### src/rtl/instr_queue.sv
// Instruction queue between fetch and dispatch: first-word-fall-through FIFO
// of {instruction, pc} with early-full back-pressure and a sticky drop flag.
module instr_queue #(
    parameter int DEPTH  = 16,
    parameter int ADDR_W = 4,
    parameter int MARGIN = 2
) (
    input  logic              clk,
    input  logic              rst_n,
    input  logic              flush,
    input  logic [31:0]       in_instruction,
    input  logic [31:0]       in_pc,
    input  logic              deq_ready,
    output logic              out_valid,
    output logic [31:0]       out_instruction,
    output logic [31:0]       out_pc,
    output logic              out_is_compressed,
    output logic              iq_full,
    output logic [ADDR_W:0]   count,
    output logic              overflow
);

    localparam logic [ADDR_W:0] FULL_CNT = (ADDR_W + 1)'(DEPTH);
    localparam logic [ADDR_W:0] HIGH_CNT = (ADDR_W + 1)'(DEPTH - MARGIN);

    logic [31:0]       mem_instr [DEPTH];
    logic [31:0]       mem_pc    [DEPTH];
    logic [ADDR_W-1:0] head;
    logic [ADDR_W-1:0] tail;
    logic              push;
    logic              pop;
    logic              full;
    logic              do_write;

    assign push      = (in_instruction != 32'd0);
    assign out_valid = (count != '0);
    assign pop       = out_valid && deq_ready;
    assign full      = (count == FULL_CNT);
    // When full, a simultaneous pop frees the head slot, which is also the tail slot.
    assign do_write  = push && (!full || pop);
    assign iq_full   = (count >= HIGH_CNT);

    assign out_instruction   = mem_instr[head];
    assign out_pc            = mem_pc[head];
    assign out_is_compressed = (mem_instr[head][1:0] != 2'b11);

    always_ff @(posedge clk or negedge rst_n) begin
        if (!rst_n) begin
            head     <= '0;
            tail     <= '0;
            count    <= '0;
            overflow <= 1'b0;
        end else if (flush) begin
            head     <= '0;
            tail     <= '0;
            count    <= '0;
            overflow <= 1'b0;
        end else begin
            if (do_write)
                tail <= tail + 1'b1;
            if (pop)
                head <= head + 1'b1;
            if (do_write && !pop)
                count <= count + 1'b1;
            else if (pop && !do_write)
                count <= count - 1'b1;
            if (push && !do_write)
                overflow <= 1'b1;
        end
    end

    // Storage is deliberately left out of reset.
    always_ff @(posedge clk) begin
        if (!flush && do_write) begin
            mem_instr[tail] <= in_instruction;
            mem_pc[tail]    <= in_pc;
        end
    end

endmodule
### config.mk
export PLATFORM = sky130hd
export DESIGN_NAME = instr_queue
export DESIGN_NICKNAME = d
export VERILOG_FILES = /design/src/rtl/instr_queue.sv
export SDC_FILE = /design/constraint.sdc
export NUM_CORES = 1
export LEC_CHECK = 0
export CAP_MARGIN = 20
export CORE_MARGIN = 1
export CORE_UTILIZATION = 50
export CTS_BUF_LIST = sky130_fd_sc_hd__clkbuf_4 sky130_fd_sc_hd__clkbuf_8
export DETAILED_ROUTE_END_ITERATION = 12
export PLACE_DENSITY_LB_ADDON = 0.25
export SLEW_MARGIN = 30
export SYNTH_ARGS = -nofsm -noshare
export SYNTH_HDL_FRONTEND = slang
export SYNTH_SLANG_ARGS = --single-unit
export TNS_END_PERCENT = 10
### constraint.sdc
create_clock -name clk -period 19.2 [get_ports clk]
set_input_delay 3.84 -clock clk [delete_from_list [all_inputs] [get_ports clk]]
set_output_delay 3.84 -clock clk [all_outputs]
set_load 0.01 [all_outputs]
==> out/metrics.yaml, run 1 <==
setup_path:
  crit_path_end_kind: "primary output"
  cp.arrival_ps: 4720
  critPathMaxFanout: 50
  worst-setup-path-type: "register to primary output"
  cp_data_required_time_ps: 15360
  start_kind: "register"
global_route:
  grt_pass1_wl_mm: 125
  grt_usage_pct: 21.6
  grt-ovfl-total: 0
  first_global_vias: 18800
  grt_max_degree: 151
  antenna_found_initial: 6
sta:
  skew_ps: 41.0
  finalCritPeriodShare_pct: 44.6
  fmax_mhz: 117
  setup_violations: 0
  tightest_slew_ps: 1100
  relSlewSlack_pct: 26.4
  worst_slack_ps: 10640
  hold_viol: 0
  slew_viol_final: 0
  fin_crit_ps: 8560
  setup_tns_ps: 0
  rsz0062_at_grt: "no"
route:
  wl_met1_mm: 35.2
  vias: 17800
  top_layer: "met5"
  routed_wl_mm: 84.8
  drt-wirelength-per-cell_um: 28.4
  drt-initial-drc-count: 1799
  antenna_left: 0
  dr.pass1.iters: 5
  wl_met3_mm: 6.23
  viasPerCell: 5.97
  drc: 0
  routed-wl-met2_mm: 42.1
run:
  drv_cap: 0
place:
  pre_cts_ws_ps: 10860
  dp.cells: 2698
  finalWeightedCongestion: 0.711
  dpl.hpwl_mm: 43.6
  io_buffers: 140
cts:
  htree_levels: 4
  postCtsHoldBufs: 0
  clockBufferDepth: 3
  post_cts_buffers: 0
  clk_latency_ps: 800
  clock-sinks: 1038
  cts-root-buf: "clkbuf_8"
  cts_resized: 0
  cts_inserted_buffers: 165
  cts.reportedPaths.clkPinSlew_ps: 60
  cts_tree: "done"
floorplanning:
  die_height_um: 284
  dieWidth_um: 284
  pin_count: 141
  fp.dieArea_um2: 80400
  fp-row-count: 102
  start_util_pct: 50.8
  coreArea_um2: 78000
finish:
  syn2layout_area_growth_pct: 15.0
  nets: 1903
  nFillCells: 5478
  final_common_cell: "edfxtp_1"
  mostFrequentLayoutCells: "1024 x edfxtp_1, 309 x mux4_2, 165 x clkbuf_8"
  final_cells: 2989
  drive_above_1_share_pct: 32.3
synthesis:
  yosysUniqueCellTypes: 48
  ys_ff_latch: 1038
  synth_fp_nets: 1628
  yosysWarnings: 0
  synth_edf_count: 1024
  synthCells: 1550
  synth_flop_cell: "edfxtp_1"
  synth.avg_cell_area_um2: 25.6
  synth-async-reset-ratio_pct: 1.35
  netlist_area_um2: 39600
  seq_area_frac_synth_pct: 78.4
worst_hold_path:
  min-delay-path-class: "register to register"
power:
  design_power_total_mw: 5.51
  ir_drop_v: 0.0000586
  power-per-cell-area_nw_per_um2: 121
  p_leak_nw: 13.9
outcome:
  status: "completed"
-- where the power goes --
group / switching [mW] / internal, mW
clock: 0.845 / 0.970
sequential: 0.0455 / 2.57
combinational: 0.484 / 0.592
-- critical path: stages (launching register included) --
cell             delay, ps
dfrtp_4                780
buf_6                  640
buf_6                  650
mux4_2                 600
mux4_2                 600
clkdlybuf4s50_1        530
-- worst paths after layout --
check,startpoint,endpoint,slack (ps),depth (start not counted)
max,head[0],out_pc[30],10640,5
max reg2reg,count[1],mem_pc[13][10],15300,6
max in group asynchronous,rst_n,head[2],15270,1
min in group asynchronous,rst_n,tail[0],3440,1
min,overflow,overflow,510,2
min reg2reg,overflow,overflow,510,2
-- layer usage --
metal | up-vias | track usage (%)
met1 | 9671 | 30.4
met3 | 116 | 5.24
met5 | - | 0
li1 | 7365 | -
met4 | 6 | 5.84
met2 | 679 | 34.1
-- cell families (layout without fill, tap and decap cells) --
family          after synthesis  after routing  synth area share (%)
mux                         324            324                  18.4
other cells                   0              3                     0
flops                      1038           1038                  78.4
compound gates               21             21                 0.391
xor+xnor                      6              6                 0.133
fa+ha+maj                    10             10                 0.335
simple gates                 72             72                 0.969
buf+inv                      79            475                  1.35
-- cells in the mapped netlist, types with 7 or more instances --
master    instances  area share, %
mux4_1           11           0.73
a21oi_1           8           0.10
nor2_1           22           0.21
clkbuf_1         31           0.29
nor4_1            8           0.13
mux4_2          309             18
dfrtp_1          14           0.88
buf_6            24           0.68
ha_1              9           0.28
edfxtp_1       1024             78
buf_2            14           0.18
nand3_1           7          0.088
nand2_1          12           0.11
-- stage by stage --
step / util, % / hold slack (ps) / instance area, um^2
6_report: 58.5 / 510 / 45600
5_1_grt: 58.5 / 525 / 45600
4_1_cts: 58.5 / 512 / 45600
3_5_place_dp: 54.4 / 499 / 42400
3_3_place_gp: 54.2 / 486 / 42300
2_1_floorplan: - / 531 / 39600
-- state kept, by name (all words and copies together) (netlist names) --
| register | cells |
|---|---|
| tail | 4 |
| head | 4 |
| mem_instr | 512 |
| mem_pc | 512 |
| overflow | 1 |
| count | 5 |
-- cell type report --
class | count | area, um^2 | share of cell area, %
Multi-Input combinational cell | 433 | 8130 | 17.8
Clock buffer | 213 | 2630 | 5.77
Timing Repair Buffer | 184 | 1860 | 4.09
Clock inverter | 75 | 543 | 1.19
Sequential cell | 1038 | 31100 | 68.2
Antenna cell | 3 | 7.51 | 0.0165
Inverter | 3 | 11.3 | 0.0247
Tap cell | 1040 | 1300 | 2.85
No activity file was read; power rests on OpenSTA's default activity.
==> run 2, diff against run 1 <==
==> constraint.sdc (replaced) <==
create_clock -name clk -period 8.04 [get_ports clk]
set_input_delay 1.608 -clock clk [delete_from_list [all_inputs] [get_ports clk]]
set_output_delay 1.608 -clock clk [all_outputs]
set_load 0.01 [all_outputs]
==> run 2 against run 1 <==
Compared with the run above: sequential power rose by 140%; combinational power rose by 140%; register-to-register slack got worse by 11000 ps; count of clock-buffer cells in the layout rose by 5.
==> out/metrics.yaml, run 2 (synthesized netlist as in run 1, its figures left out) <==
route:
  dr.pass1.iters: 6
  routed_wl_mm: 82.7
  drt-wirelength-per-cell_um: 27.8
  drt-initial-drc-count: 1636
  vias: 17600
  viasPerCell: 5.93
  antenna_left: 0
  drc: 0
setup_path:
  start_kind: "register"
  critPathMaxFanout: 60
  cp_top_family: "buffers and inverters"
  crit_path_cell_trace: "buf_4 -> mux4_2 -> mux4_2 -> nand2_1 -> clkdlybuf4s50_1"
  cp.arrival_ps: 4340
  cpMostUsedCell: "mux4_2"
  worst-setup-path-type: "register to primary output"
  reg2reg_slack_ps: 4050
  cp_data_required_time_ps: 6430
  reg2reg_depth: 5
  crit_path_end_kind: "primary output"
  worstReg2RegEnd: "mem_instr[12][22]"
  path_buf_inv: 2
  r2r_start: "count[1]"
  cpPeakStageDelay_ps: 1050
  slowest_stage: "dfrtp_4"
sta:
  hold_viol: 0
  relSlewSlack_pct: 33.5
  slew_viol_final: 0
  finalCritPeriodShare_pct: 74.0
  fin_hold_ws_ps: 590
  tightest_slew_ps: 998
  rsz0062_at_grt: "no"
  skew_ps: 16.6
  fmax_mhz: 168
  setup_violations: 0
  fin_crit_ps: 5950
global_route:
  grt_max_degree: 108
  grt-ovfl-total: 0
  grt_pass1_wl_mm: 123
  first_global_vias: 18700
  antenna_found_initial: 4
  grt_usage_pct: 21.1
place:
  dpl.hpwl_mm: 43.3
  io_buffers: 140
  finalWeightedCongestion: 0.723
finish:
  top_regs: "mem_instr: 512 flops, mem_pc: 512 flops, count: 5 flops"
  drive_above_1_share_pct: 32.3
  nets: 1892
  mostFrequentLayoutCells: "1024 x edfxtp_1, 309 x mux4_2, 166 x clkbuf_8"
  syn2layout_area_growth_pct: 15.0
  final_common_cell: "edfxtp_1"
worst_hold_path:
  hold_path.startpoint: "tail[3]"
  holdPathEnd: "tail[3]"
  min_path_cells: 2
  min-delay-path-class: "register to register"
cts:
  post_cts_buffers: 0
  cts.reportedPaths.clkPinSlew_ps: 60
  cts_tree: "done"
  htree_levels: 4
  postCtsHoldBufs: 0
  cts-root-buf: "clkbuf_8"
  clk_latency_ps: 800
  clock-sinks: 1038
  clockBufferDepth: 3
  cts_inserted_buffers: 162
  cts_resized: 0
floorplanning:
  die_height_um: 284
  dieWidth_um: 284
  fp-row-count: 102
  start_util_pct: 50.8
  coreArea_um2: 78000
  pin_count: 141
  fp.dieArea_um2: 80400
power:
  design_power_total_mw: 13.2
  ir_drop_v: 0.000237
  power-per-cell-area_nw_per_um2: 290
  p_leak_nw: 13.9
run:
  drv_cap: 0
outcome:
  status: "completed"
## run 2: cell count changes in the layout (fill, tap and decap cells not counted), sizes merged
cell	before	now
clkinvlp	1	8
buf	44	36
diode	3	1
clkbuf	213	218
bufinv	5	9
clkinv	57	44
inv	15	8
## run 2: where the power goes
group	internal [mW]	switching, mW	total [mW]
sequential	6.13	0.109	6.24
combinational	1.40	1.17	2.56
clock	2.45	1.95	4.40
## run 2: tightest hold or removal path: cells and delay by family (launching register included)
kind / cells / cell delay [ps]
compound gates: 2 / 150
flops: 1 / 400
## run 2: worst max-delay path by stage
stage                             end  cells after the start  slack (ps)          startpoint
CTS                 out_is_compressed                      5        2000             head[1]
finish              out_is_compressed                      5        2090             head[1]
floorplan            mem_instr[11][0]                      5       -1510   in_instruction[8]
global placement    mem_instr[10][16]                      7        1920  in_instruction[29]
global route        out_is_compressed                      5        1910             head[1]
detailed placement  mem_instr[12][18]                      7        1940  in_instruction[29]
## run 2: metrics by stage
| step | area [um^2] | util [%] | setup WS, ps | instances | TNS (ps) |
|---|---|---|---|---|---|
| final | 45600 | 58.5 | 2090 | 2975 | 0 |
| after global routing | 45600 | 58.5 | 1910 | 2975 | 0 |
| after CTS | 45600 | 58.4 | 2000 | 2973 | 0 |
| after detailed placement | 42300 | 54.3 | 1940 | 2689 | 0 |
| after global placement | 42300 | 54.2 | 1920 | 2688 | 0 |
| after floorplan | 39700 | - | -1510 | 1550 | -96820 |
## run 2: layer usage
metal	global-route usage [%]	vias up	part of all wire [%]
met5	0	-	0.045
li1	-	7339	-
met2	33.6	652	50
met1	29.6	9519	41
met3	4.99	113	7.2
met4	5.76	6	1.6
## run 2: cell type report
cell class	count	area (um^2)
multi-input combinational	433	8140
antenna	1	2.50
timing repair buffer	176	1790
clock inverter	66	551
fill	5416	32400
tap	1040	1300
inverter	3	11.3
sequential	1038	31100
clock buffer	218	2680
==> run 3, diff against run 2 <==
==> constraint.sdc (replaced) <==
create_clock -name clk -period 5.7 [get_ports clk]
set_input_delay 1.14 -clock clk [delete_from_list [all_inputs] [get_ports clk]]
set_output_delay 1.14 -clock clk [all_outputs]
set_load 0.01 [all_outputs]
==> run 3 against run 2 <==
Compared with the run above: global-route usage is 0.060 points lower; via count is 0.31% higher; register-to-register slack got worse by 1700 ps; final area grew 0.73%; wire length decreased by 0.26%; die area is the same; critical path type unchanged; largest cell class unchanged.
==> out/metrics.yaml, run 3 (synthesized netlist as in run 1, its figures left out) <==
cts:
  clock-sinks: 1038
  cts_inserted_buffers: 160
  cts_resized: 0
  cts.reportedPaths.clkPinSlew_ps: 60
  cts_tree: "done"
  htree_levels: 4
  clockBufferDepth: 3
  cts-root-buf: "clkbuf_8"
  clk_latency_ps: 800
  post_cts_buffers: 0
  postCtsHoldBufs: 0
setup_path:
  cp_data_required_time_ps: 4560
  cpPeakStageDelay_ps: 890
  start_kind: "register"
  critPathMaxFanout: 54
  crit_path_end_kind: "primary output"
  worst-setup-path-type: "register to primary output"
  worstReg2RegEnd: "mem_pc[7][27]"
  slowest_stage: "dfrtp_4"
  cp.arrival_ps: 3900
  path_depth: 4
  crit_path_cell_trace: "buf_12 -> mux4_1 -> mux4_2 -> clkdlybuf4s50_1"
  cp_top_family: "multiplexers"
  path_buf_inv: 2
  crit_end: "out_pc[5]"
  r2r_start: "count[1]"
  reg2reg_slack_ps: 2370
  critPathLaunch: "head[0]"
  reg2reg_depth: 6
sta:
  relSlewSlack_pct: 35.3
  fin_hold_ws_ps: 584
  worst_slack_ps: 659
  skew_ps: 28.9
  fin_crit_ps: 5040
  slew_viol_final: 0
  finalCritPeriodShare_pct: 88.4
  tightest_slew_ps: 968
  hold_viol: 0
  setup_tns_ps: 0
  rsz0062_at_grt: "no"
  setup_violations: 0
  fmax_mhz: 198
finish:
  top_regs: "mem_instr: 512 flops, mem_pc: 512 flops, count: 5 flops"
  syn2layout_area_growth_pct: 15.8
  final_common_cell: "edfxtp_1"
  final_cells: 3005
  finalInstanceArea_um2: 45900
  nets: 1920
  utilization_pct: 58.9
  drive_above_1_share_pct: 33.8
  mostFrequentLayoutCells: "1024 x edfxtp_1, 309 x mux4_2, 166 x clkbuf_8"
global_route:
  antenna_found_initial: 10
  grt_use_met1_pct: 29.3
  use_met2_pct: 33.8
  grt_pass1_wl_mm: 123
  top_usage_layer: "met2"
  grt_usage_pct: 21.0
  grt_max_degree: 57
  grt_util_met3_pct: 4.80
  first_global_vias: 18900
  grt-ovfl-total: 0
power:
  power-per-cell-area_nw_per_um2: 407
  ir_drop_v: 0.000217
  p_leak_nw: 14.1
  design_power_total_mw: 18.7
route:
  viasPerCell: 5.88
  drt-initial-drc-count: 1515
  dr.pass1.iters: 5
  vias: 17700
  antenna_left: 0
  routed_wl_mm: 82.5
  drc: 0
  drt-wirelength-per-cell_um: 27.4
floorplanning:
  fp-row-count: 102
  pin_count: 141
  coreArea_um2: 78000
  dieWidth_um: 284
  fp.dieArea_um2: 80400
  start_util_pct: 50.8
  die_height_um: 284
place:
  pre_cts_ws_ps: 810
  io_buffers: 140
  dpl.hpwl_mm: 45.9
  finalWeightedCongestion: 0.771
  placed_cell_area_um2: 42700
  dp.cells: 2720
worst_hold_path:
  min-delay-path-class: "register to register"
run:
  drv_cap: 0
outcome:
  status: "completed"
## run 3: worst register-to-register path, delay by kind of cell, from the launching register on
kind | cells | cell delay [ps]
flops | 1 | 520
compound gates | 1 | 160
simple gates | 4 | 1770
buf+inv | 1 | 480
## run 3: area by class of cell
type	instances	area (um^2)
Antenna cell	2	5.00
Clock buffer	221	2700
Clock inverter	62	519
Fill cell	5389	32100
Inverter	3	11.3
Multi-Input combinational cell	433	8150
Sequential cell	1038	31100
Tap cell	1040	1300
Timing Repair Buffer	206	2120
## run 3: how the worst min path moves through the flow
stage                         from  slack, ps  cells past startpoint       end
after global placement     tail[3]        560                      2   tail[3]
after global routing       tail[3]        630                      2   tail[3]
after CTS                 overflow        580                      2  overflow
after floorplan           overflow        530                      2  overflow
final                     overflow        580                      2  overflow
after detailed placement  overflow        550                      2  overflow
## run 3: per-layer routing
layer | up-vias | routed length [um]
met5 | - | 93
met3 | 127 | 5260
met1 | 9551 | 34600
met4 | 14 | 1500
li1 | 7402 | -
met2 | 590 | 41000
## run 3: where the power goes
group | internal, mW | switching, mW
Combinational | 2.02 | 1.65
Clock | 3.43 | 2.76
Sequential | 8.65 | 0.193
